<file path="src/rtl/lzc_pipe_if.sv">
// lzc_pipe_if: operand/result handshake bundle for lzc_pipe; in_trail exists only with LZC_PIPE_CTZ_EN
interface lzc_pipe_if #(
  parameter int WIDTH = 32,
  parameter int TAG_W = 5,
  parameter int OUT_W = 32
);
  logic in_valid, in_ready, in_ones, flush, out_valid, out_ready, busy;
  logic [WIDTH-1:0] in_data;
  logic [TAG_W-1:0] in_tag, out_tag;
  logic [OUT_W-1:0] out_count;
`ifdef LZC_PIPE_CTZ_EN
  logic in_trail;
`endif
  modport master (
    output in_valid, in_data, in_ones, in_tag, flush, out_ready,
`ifdef LZC_PIPE_CTZ_EN
    output in_trail,
`endif
    input in_ready, out_valid, out_count, out_tag, busy
  );
  modport slave (
    input in_valid, in_data, in_ones, in_tag, flush, out_ready,
`ifdef LZC_PIPE_CTZ_EN
    input in_trail,
`endif
    output in_ready, out_valid, out_count, out_tag, busy
  );
endinterface

</file>
<file path="src/rtl/lzc_pipe.sv">
// lzc_pipe: pipelined leading zero/one counter with valid/ready, tag and flush; LZC_PIPE_CTZ_EN adds trailing counts
module lzc_pipe #(
  parameter int WIDTH = 32,
  parameter int STAGES = 2,
  parameter int TAG_W = 5,
  parameter int OUT_W = 32
) (
  input logic clk,
  input logic rst,
  lzc_pipe_if.slave bus
);
  localparam int L = $clog2(WIDTH);
  localparam int LO = L / 2;
  localparam int RW = 1 << LO;
  localparam int STOP = (STAGES == 2) ? LO : 0;
  logic [WIDTH-1:0] v, x;
  logic [L-1:STOP] cnt1;
  logic take;
`ifdef LZC_PIPE_CTZ_EN
  logic [WIDTH-1:0] rev;
  assign rev = {<<{bus.in_data}};
  assign v = (bus.in_trail ? rev : bus.in_data) ^ {WIDTH{bus.in_ones}};
`else
  assign v = bus.in_data ^ {WIDTH{bus.in_ones}};
`endif
  assign take = bus.in_valid & bus.in_ready;
  always_comb begin
    x = v;
    cnt1 = '0;
    for (int i = L - 1; i >= STOP; i--) begin
      cnt1[i] = ~|(x >> (WIDTH - (1 << i)));
      x = cnt1[i] ? x << (1 << i) : x;
    end
  end
  generate
    if (STAGES == 1) begin : g_one
      logic vld, zero;
      logic [OUT_W-1:0] cnt_q;
      logic [TAG_W-1:0] tag_q;
      assign zero = ~|v;
      assign bus.in_ready = (!vld | bus.out_ready) & !bus.flush;
      assign bus.out_valid = vld;
      assign bus.out_count = cnt_q;
      assign bus.out_tag = tag_q;
      assign bus.busy = vld;
      always_ff @(posedge clk or posedge rst) begin
        if (rst) begin
          vld <= 1'b0;
          cnt_q <= '0;
          tag_q <= '0;
        end else begin
          vld <= bus.flush ? 1'b0 : (!vld | bus.out_ready) ? take : vld;
          if (take) begin
            cnt_q <= OUT_W'({zero, zero ? L'(0) : cnt1});
            tag_q <= bus.in_tag;
          end
        end
      end
    end else begin : g_two
      logic v1, v2, rdy1, rdy2, zero;
      logic [WIDTH-1:0] v_q;
      logic [TAG_W-1:0] tag1, tag2;
      logic [L-1:LO] hi_q;
      logic [RW-1:0] res_q, y;
      logic [LO-1:0] cnt2;
      logic [OUT_W-1:0] cnt_q;
      assign rdy2 = !v2 | bus.out_ready;
      assign rdy1 = !v1 | rdy2;
      assign zero = ~|v_q;
      assign bus.in_ready = rdy1 & !bus.flush;
      assign bus.out_valid = v2;
      assign bus.out_count = cnt_q;
      assign bus.out_tag = tag2;
      assign bus.busy = v1 | v2;
      always_comb begin
        y = res_q;
        cnt2 = '0;
        for (int i = LO - 1; i >= 0; i--) begin
          cnt2[i] = ~|(y >> (RW - (1 << i)));
          y = cnt2[i] ? y << (1 << i) : y;
        end
      end
      always_ff @(posedge clk or posedge rst) begin
        if (rst) begin
          v1 <= 1'b0;
          v2 <= 1'b0;
          v_q <= '0;
          tag1 <= '0;
          tag2 <= '0;
          hi_q <= '0;
          res_q <= '0;
          cnt_q <= '0;
        end else begin
          v1 <= bus.flush ? 1'b0 : rdy1 ? take : v1;
          v2 <= bus.flush ? 1'b0 : rdy2 ? v1 : v2;
          if (take) begin
            v_q <= v;
            tag1 <= bus.in_tag;
            hi_q <= cnt1;
            res_q <= x[WIDTH-1 -: RW];
          end
          if (rdy2 & v1) begin
            cnt_q <= OUT_W'({zero, zero ? L'(0) : {hi_q, cnt2}});
            tag2 <= tag1;
          end
        end
      end
    end
  endgenerate
endmodule

</file>
<file path="src/flat_wrapper.sv">
// flat-port wrapper written by rule: the top's interface ports become plain ports
module lzc_pipe_flat 
#(
  parameter int WIDTH = 32,
  parameter int STAGES = 2,
  parameter int TAG_W = 5,
  parameter int OUT_W = 32
)
  (clk, rst, bus_in_valid, bus_in_data, bus_in_ones, bus_in_tag, bus_flush, bus_out_ready, bus_in_ready, bus_out_valid, bus_out_count, bus_out_tag, bus_busy);
  lzc_pipe_if #(.WIDTH(WIDTH), .TAG_W(TAG_W), .OUT_W(OUT_W)) bus_i ();
  input logic clk;
  input logic rst;
  input wire logic [$bits(bus_i.in_valid)-1:0] bus_in_valid;
  input wire logic [$bits(bus_i.in_data)-1:0] bus_in_data;
  input wire logic [$bits(bus_i.in_ones)-1:0] bus_in_ones;
  input wire logic [$bits(bus_i.in_tag)-1:0] bus_in_tag;
  input wire logic [$bits(bus_i.flush)-1:0] bus_flush;
  input wire logic [$bits(bus_i.out_ready)-1:0] bus_out_ready;
  output wire logic [$bits(bus_i.in_ready)-1:0] bus_in_ready;
  output wire logic [$bits(bus_i.out_valid)-1:0] bus_out_valid;
  output wire logic [$bits(bus_i.out_count)-1:0] bus_out_count;
  output wire logic [$bits(bus_i.out_tag)-1:0] bus_out_tag;
  output wire logic [$bits(bus_i.busy)-1:0] bus_busy;
  assign bus_i.in_valid = bus_in_valid;
  assign bus_i.in_data = bus_in_data;
  assign bus_i.in_ones = bus_in_ones;
  assign bus_i.in_tag = bus_in_tag;
  assign bus_i.flush = bus_flush;
  assign bus_i.out_ready = bus_out_ready;
  assign bus_in_ready = bus_i.in_ready;
  assign bus_out_valid = bus_i.out_valid;
  assign bus_out_count = bus_i.out_count;
  assign bus_out_tag = bus_i.out_tag;
  assign bus_busy = bus_i.busy;
  lzc_pipe #(.WIDTH(WIDTH), .STAGES(STAGES), .TAG_W(TAG_W), .OUT_W(OUT_W)) u_core (.clk(clk), .rst(rst), .bus(bus_i));
endmodule
</file>
<file path="config.mk">
export PLATFORM = sky130hd
export DESIGN_NAME = lzc_pipe_flat
export DESIGN_NICKNAME = d
export VERILOG_FILES = /design/src/rtl/lzc_pipe_if.sv /design/src/rtl/lzc_pipe.sv /design/src/flat_wrapper.sv
export SDC_FILE = /design/constraint.sdc
export NUM_CORES = 1
export LEC_CHECK = 0
export ABC_AREA = 1
export CAP_MARGIN = 20
export CELL_PAD_IN_SITES_DETAIL_PLACEMENT = 1
export CELL_PAD_IN_SITES_GLOBAL_PLACEMENT = 1
export CORE_MARGIN = 2
export CORE_UTILIZATION = 32
export CTS_CLUSTER_SIZE = 24
export DETAILED_ROUTE_END_ITERATION = 10
export PLACE_DENSITY_LB_ADDON = 0.1
export SLEW_MARGIN = 20
export SYNTH_ARGS = -nofsm -noshare
export SYNTH_HDL_FRONTEND = slang
export SYNTH_SLANG_ARGS = --single-unit
</file>
<file path="constraint.sdc">
create_clock -name clk -period 1.85 [get_ports clk]
set_clock_uncertainty 0.15 [all_clocks]
set_input_delay 0.2775 -clock clk [delete_from_list [all_inputs] [get_ports clk]]
set_output_delay 0.2775 -clock clk [all_outputs]
set_load 0.005 [all_outputs]
</file>
==> results.yml, run 1 <==
worst_setup_path:
  worstSetupPathType: "in -> reg"
  r2r_start: "u_core.bus.out_valid"
  r2r-end: "u_core.g_two.hi_q[2]"
  rrSetupSlack_ns: 0.07
  end_kind: "flop"
  ff2ff_path_depth: 12
  critPathLaunchType: "primary input"
  critPathMaxFanout: 6
  cp.arrival_ns: 2.08
  required_ns: 1.91
logic_synthesis:
  synthSimpleGateAreaFrac: 0.292
  synth.distinct_cells: 29
  syn_avg_cell_area_sq_um: 7.60
  synth-xor-area-share: 0.0431
  synth-seq-area-share: 0.431
  syn-cell-area_sq_um: 3250
  ys_ff_latch: 56
  ys_warn_count: 0
  synthAdderAreaFrac: 0
  synth_compound_area_frac: 0.0762
  synth-edff-count: 0
  synth_mux_area_frac: 0.00923
  synth_top_family_by_area: "simple AND/OR/NAND/NOR gates"
  synth_ff_type: "dfrtp_1"
  synthArstFlopShare: 1.00
  syn_inst: 428
layout:
  antenna_cells: 0
  layout_common_cells: "nand2_1 (116), buf_4 (61), dfrtp_1 (56), inv_1 (47), nand2_2 (38)"
  fin_nets: 591
  final_layout_size_suffix_gt1_frac: 0.306
  area_growth_pct: 46.8
  final_common_cell: "nand2_1"
  design_area_sq_um: 4780
detailed_routing:
  drc: 0
  ant_nets: 0
  firstDrtPassIters: 4
  drt-total-wl_mm: 9.46
  wl_per_cell_um: 13.9
  routed-via-count: 3013
  drtIter0Drc: 78
  via_per_inst: 4.42
sta:
  finalWorstSetupSlack_ns: -0.166
  hold_violations: 0
  period_share: 1.09
  finalMaxSlewViolations: 0
  holdWs_ns: 0.185
  rsz0062_at_grt: "yes"
  setup_viol: 5
  fmax_mhz: 496
  period_needed_ns: 2.02
cts:
  cts_buffer_depth: 2
  hold_buffers: 0
  cts_buffers: 5
  cts_root_buf: "clkbuf_8"
  cts_tree: "built"
  clk_pin_slew_ns: 0.11
  cts.sinks: 56
  htreeDepth: 2
  clk_latency_ns: 0.32
run:
  cap_violations: 0
power_and_ir_drop:
  p_clk_frac: 0.231
  p_leak_nw: 2.46
  power_frac_seq: 0.478
  switchingPower_mw: 1.00
  vdd_drop_max_mv: 0.326
  power_density_nw_per_um2: 655
  internal_power_mw: 2.13
  power_frac_comb: 0.291
  p_sw_frac: 0.321
global_routing:
  grt_usage: 0.171
  grt_pass1_vias: 3132
  grt_overflow_total: 0
  grt_pass1_wl_mm: 15.3
  antenna_found_initial: 0
  grt_max_degree: 57
placed_design:
  hpwl_mm: 6.75
  io_buffers: 56
  placed_cell_area_sq_um: 4210
  place_ws_ns: -1.01
  gp_congestion: 0.790
floorplanning:
  initial_core_util: 0.331
  die_area_sq_um: 11000
  die_y_um: 105
  die_w_um: 105
  core.rowCount: 36
  coreArea_sq_um: 9820
  io_pins: 83
status:
  outcome: "finished with violations"
  violations: "negative setup slack"
hold_path:
  hold_class: "in -> async"
-- repair_timing --
action | CTS | global route
endpoints found under the setup margin | 8 | 11
setup buffers | 17 | 5
cloned | 3 | 1
resized for setup | 71 | 35
pin swaps | 37 | 32
-- worst max-delay path, cell delays in order --
cell and delay (ns):
buf_8 0.11, buf_12 0.13, buf_6 0.12, nand2_1 0.05, nand2_1 0.08, nor2_2 0.14, nand2_4 0.10, nor2_4 0.11
buf_12 0.14, nand3_2 0.08, nand2_2 0.08, nand2_2 0.07, nor2_4 0.19, nand3_2 0.12, nand2_4 0.10, nor2_4 0.05
nand2_2 0.07, o21ai_1 0.06
-- cell type report --
cell class                      instances  area, sq um
Tap cell                              133          166
Inverter                               52          203
Fill cell                            1257         5040
Clock inverter                          3         26.3
Timing Repair Buffer                  126         1140
Clock buffer                            5         68.8
Multi-Input combinational cell        307         1770
Sequential cell                        56         1400
-- layer usage --
metal  track usage  vias to the layer above  wire [um]
met5             0                        -          0
met4        0.0476                        0        170
met3        0.0212                       12        324
met2         0.323                       70       4950
met1         0.203                     1426       4010
li1              -                     1505          -
-- metrics by stage --
step                cells   util  TNS (ns)  power [mW]
finish                682  0.486    -0.671        3.13
CTS                   676  0.470    -0.467        3.12
global route          682  0.486     -1.22        3.33
floorplan             453      -    -0.763        1.94
global placement      648  0.428     -6.42        2.29
detailed placement    648  0.428     -8.01        2.33
-- cell families (layout without fill, tap and decap cells) --
| family | after synthesis | count (layout) |
|---|---|---|
| multiplexers | 3 | 3 |
| other | 1 | 26 |
| flip-flops | 56 | 56 |
| XOR/XNOR | 16 | 16 |
| buffers and inverters | 93 | 186 |
| AND/OR/NAND/NOR | 212 | 215 |
| AO/OA/AOI/OAI | 47 | 47 |
-- sequential cells by signal, indices dropped and copies added (netlist names) --
name	cells
u_core.bus.out_tag	5
u_core.bus.out_count	6
u_core.g_two.hi_q	3
u_core.g_two.v1	1
u_core.bus.out_valid	1
u_core.g_two.res_q	3
u_core.g_two.v_q	32
u_core.g_two.tag1	5
-- Yosys cell counts (3+ instances only) --
library cell	number	area share
buf_6	3	0.010
nand2_2	11	0.021
nor2_4	4	0.014
o21ai_1	3	0.0046
nor2_1	11	0.013
mux2i_1	3	0.0092
nor2_2	3	0.0058
xor2_1	9	0.024
nand3_1	13	0.020
a21oi_1	4	0.0062
xnor2_1	7	0.019
nand2_1	155	0.18
dfrtp_1	56	0.43
clkbuf_1	7	0.0081
buf_4	28	0.065
o21ai_0	36	0.055
inv_1	49	0.057
nor4_1	8	0.015
-- worst max path at each step --
stage          depth (start not counted)         from  slack (ns)                     to
2_1_floorplan                         19  bus_in_ones       -0.19  u_core.g_two.res_q[3]
4_1_cts                               17  bus_in_ones       -0.12   u_core.g_two.hi_q[2]
5_1_grt                               19  bus_in_ones       -0.29   u_core.g_two.hi_q[2]
6_report                              18  bus_in_ones       -0.17   u_core.g_two.hi_q[2]
3_5_place_dp                          18  bus_in_ones       -1.01   u_core.g_two.hi_q[2]
3_3_place_gp                          18  bus_in_ones       -0.93   u_core.g_two.hi_q[2]
-- power by group through the flow --
| stage | Clock (mW) | Combinational, mW | Sequential, mW |
|---|---|---|---|
| final | 0.723 | 0.910 | 1.50 |
| after global routing | 0.792 | 1.01 | 1.52 |
| after CTS | 0.747 | 0.876 | 1.50 |
| after detailed placement | 0 | 0.805 | 1.52 |
| after global placement | 0 | 0.783 | 1.51 |
| after floorplan | 0 | 0.441 | 1.50 |
No activity file was read; power rests on OpenSTA's default activity.
==> inputs of run 2 (changes only) <==
--- a/config.mk
+++ b/config.mk
@@ -11,6 +11,8 @@
 export CELL_PAD_IN_SITES_GLOBAL_PLACEMENT = 1
 export CORE_MARGIN = 2
 export CORE_UTILIZATION = 32
+export CTS_BUF_LIST = sky130_fd_sc_hd__clkbuf_16
+export CTS_CLUSTER_DIAMETER = 200
 export CTS_CLUSTER_SIZE = 24
 export DETAILED_ROUTE_END_ITERATION = 10
 export PLACE_DENSITY_LB_ADDON = 0.1
==> results.yml, run 2 (synthesis gave the netlist of run 1 again) <==
status:
  outcome: "finished with violations"
  violations: "negative setup slack"
cts:
  cts_tree: "built"
  cts_root_buf: "clkbuf_16"
  cts_buffers: 5
  cts_buffer_depth: 2
  htreeDepth: 2
  clk_latency_ns: 0.30
  cts.sinks: 56
  clk_pin_slew_ns: 0.08
layout:
  final_layout_size_suffix_gt1_frac: 0.318
  largest_register_ffs: 32
  final-seq-area_sq_um: 1400
  fin_nets: 595
  antenna_cells: 0
  area_growth_pct: 52.0
  stdcell_count: 686
  n_fill_cell: 1224
  top_register: "u_core.g_two.v_q"
  final_common_cell: "nand2_1"
  layout_common_cells: "nand2_1 (114), buf_4 (65), dfrtp_1 (56), inv_1 (45), clkdlybuf4s50_1 (37)"
  multi_input_area_sq_um: 1820
worst_setup_path:
  critPathSlowestCell: "nor2_4"
  cp.depth: 19
  crit_path_cell_trace: "buf_8 -> buf_12 -> buf_6 -> nand2_1 -> nand2_1 -> nor2_2 -> nand2_4 -> nor2_4 -> buf_12 -> nand2_4 -> nand2_1 -> nand2_2 -> nand2_2 -> nor2_4 -> nand3_2 -> nand2_2 -> nor2_4 -> nand2_2 -> o21ai_1"
  required_ns: 1.93
  cp.arrival_ns: 2.14
  path_delay_family: "simple AND/OR/NAND/NOR gates"
  critPathCapture: "u_core.g_two.hi_q[2]"
  startpoint: "bus_in_ones"
  critPathMaxStageDelay_ns: 0.16
  worstSetupPathType: "in -> reg"
  r2r-end: "u_core.g_two.hi_q[2]"
  rrSetupSlack_ns: 0.08
  crit_path_frequent_cell: "nand2_2"
  cp_num_buf_inv: 4
  end_kind: "flop"
  critPathLaunchType: "primary input"
  ff2ff_path_depth: 12
  critPathMaxFanout: 5
  r2r_start: "u_core.g_two.v1"
placed_design:
  place_ws_ns: -1.01
  gp_congestion: 0.790
  hpwl_mm: 6.75
  placed_cells: 648
  io_buffers: 56
detailed_routing:
  via_per_inst: 4.49
  ant_nets: 0
  drt-total-wl_mm: 9.81
  drc: 0
  wl_per_cell_um: 14.3
  drtIter0Drc: 97
  routed-via-count: 3077
  firstDrtPassIters: 4
global_routing:
  grt_usage: 0.175
  antenna_found_initial: 0
  grt_max_degree: 57
  grt_overflow_total: 0
  grt_pass1_wl_mm: 15.7
  grt_pass1_vias: 3196
sta:
  fmax_mhz: 484
  finalMaxSlewViolations: 0
  holdWs_ns: 0.219
  hold_violations: 0
  rsz0062_at_grt: "yes"
  period_share: 1.12
  finalSetupTns_ns: -0.943
  finalWorstSetupSlack_ns: -0.216
  setup_viol: 5
  period_needed_ns: 2.07
floorplanning:
  die_area_sq_um: 11000
  core.rowCount: 36
  io_pins: 83
  die_y_um: 105
  initial_core_util: 0.331
  die_w_um: 105
  coreArea_sq_um: 9820
power_and_ir_drop:
  p_total_mw: 3.43
  power_density_nw_per_um2: 694
  vdd_drop_max_mv: 0.454
  p_leak_nw: 2.53
run:
  cap_violations: 0
hold_path:
  hold_class: "in -> async"
[run 2: cell count changes in the layout (fill, tap and decap cells not counted), sizes merged]
cell / delta
buf: +4
clkbuf: -3
clkdlybuf4s15: +1
dlygate4sd2: +1
dlymetal6s2s: +1
[run 2: tightest hold or removal path, stage by stage]
cell	delay (ns)
clkdlybuf4s50_1	0.42
inv_2	0.07
buf_12	0.28
[run 2: worst min path at each step]
stage / cells past startpoint / endpoint / start
floorplan: 1 / u_core.bus.out_valid / bus_flush
global placement: 2 / u_core.g_two.v_q[2] / u_core.g_two.v_q[2]
detailed placement: 2 / u_core.g_two.v_q[2] / u_core.g_two.v_q[2]
CTS: 3 / u_core.bus.out_tag[3] / rst
global route: 3 / u_core.g_two.v_q[0] / rst
finish: 3 / u_core.g_two.v_q[0] / rst
[run 2: metal layers]
layer / share of wire / routed length [um] / GRT usage / vias to the layer above
met4: 0.015 / 148 / 0.0457 / 0
met5: 0 / 0 / 0 / -
met3: 0.035 / 342 / 0.0237 / 12
met1: 0.41 / 4060 / 0.203 / 1475
met2: 0.54 / 5260 / 0.336 / 76
li1: - / - / - / 1514
[run 2: stage by stage]
step            util  area (sq um)
3_3_place_gp   0.428          4210
6_report       0.503          4940
5_1_grt        0.503          4940
2_1_floorplan      -          3380
4_1_cts        0.480          4710
3_5_place_dp   0.428          4210
[run 2: repair_timing]
| action | CTS | global route |
|---|---|---|
| cloned | 4 | 0 |
| gates resized for setup | 73 | 42 |
| setup buffers | 19 | 7 |
| pin swaps | 41 | 32 |
| setup endpoints to repair | 8 | 12 |
| hold buffers | 0 | 0 |
[run 2: power breakdown]
group,internal (mW),leakage (nW),switching (mW)
clock,0.513,0.0680,0.473
sequential,1.40,0.706,0.103
combinational,0.470,1.75,0.473
[run 2: cell type report]
| type | count | share of cell area |
|---|---|---|
| multi-input cells | 307 | 0.368 |
| clock buffers | 5 | 0.0253 |
| inverters | 52 | 0.0410 |
| repair buffers | 130 | 0.243 |
| clock inverters | 3 | 0.00532 |
| flip-flops and latches | 56 | 0.283 |
| well taps | 133 | 0.0337 |
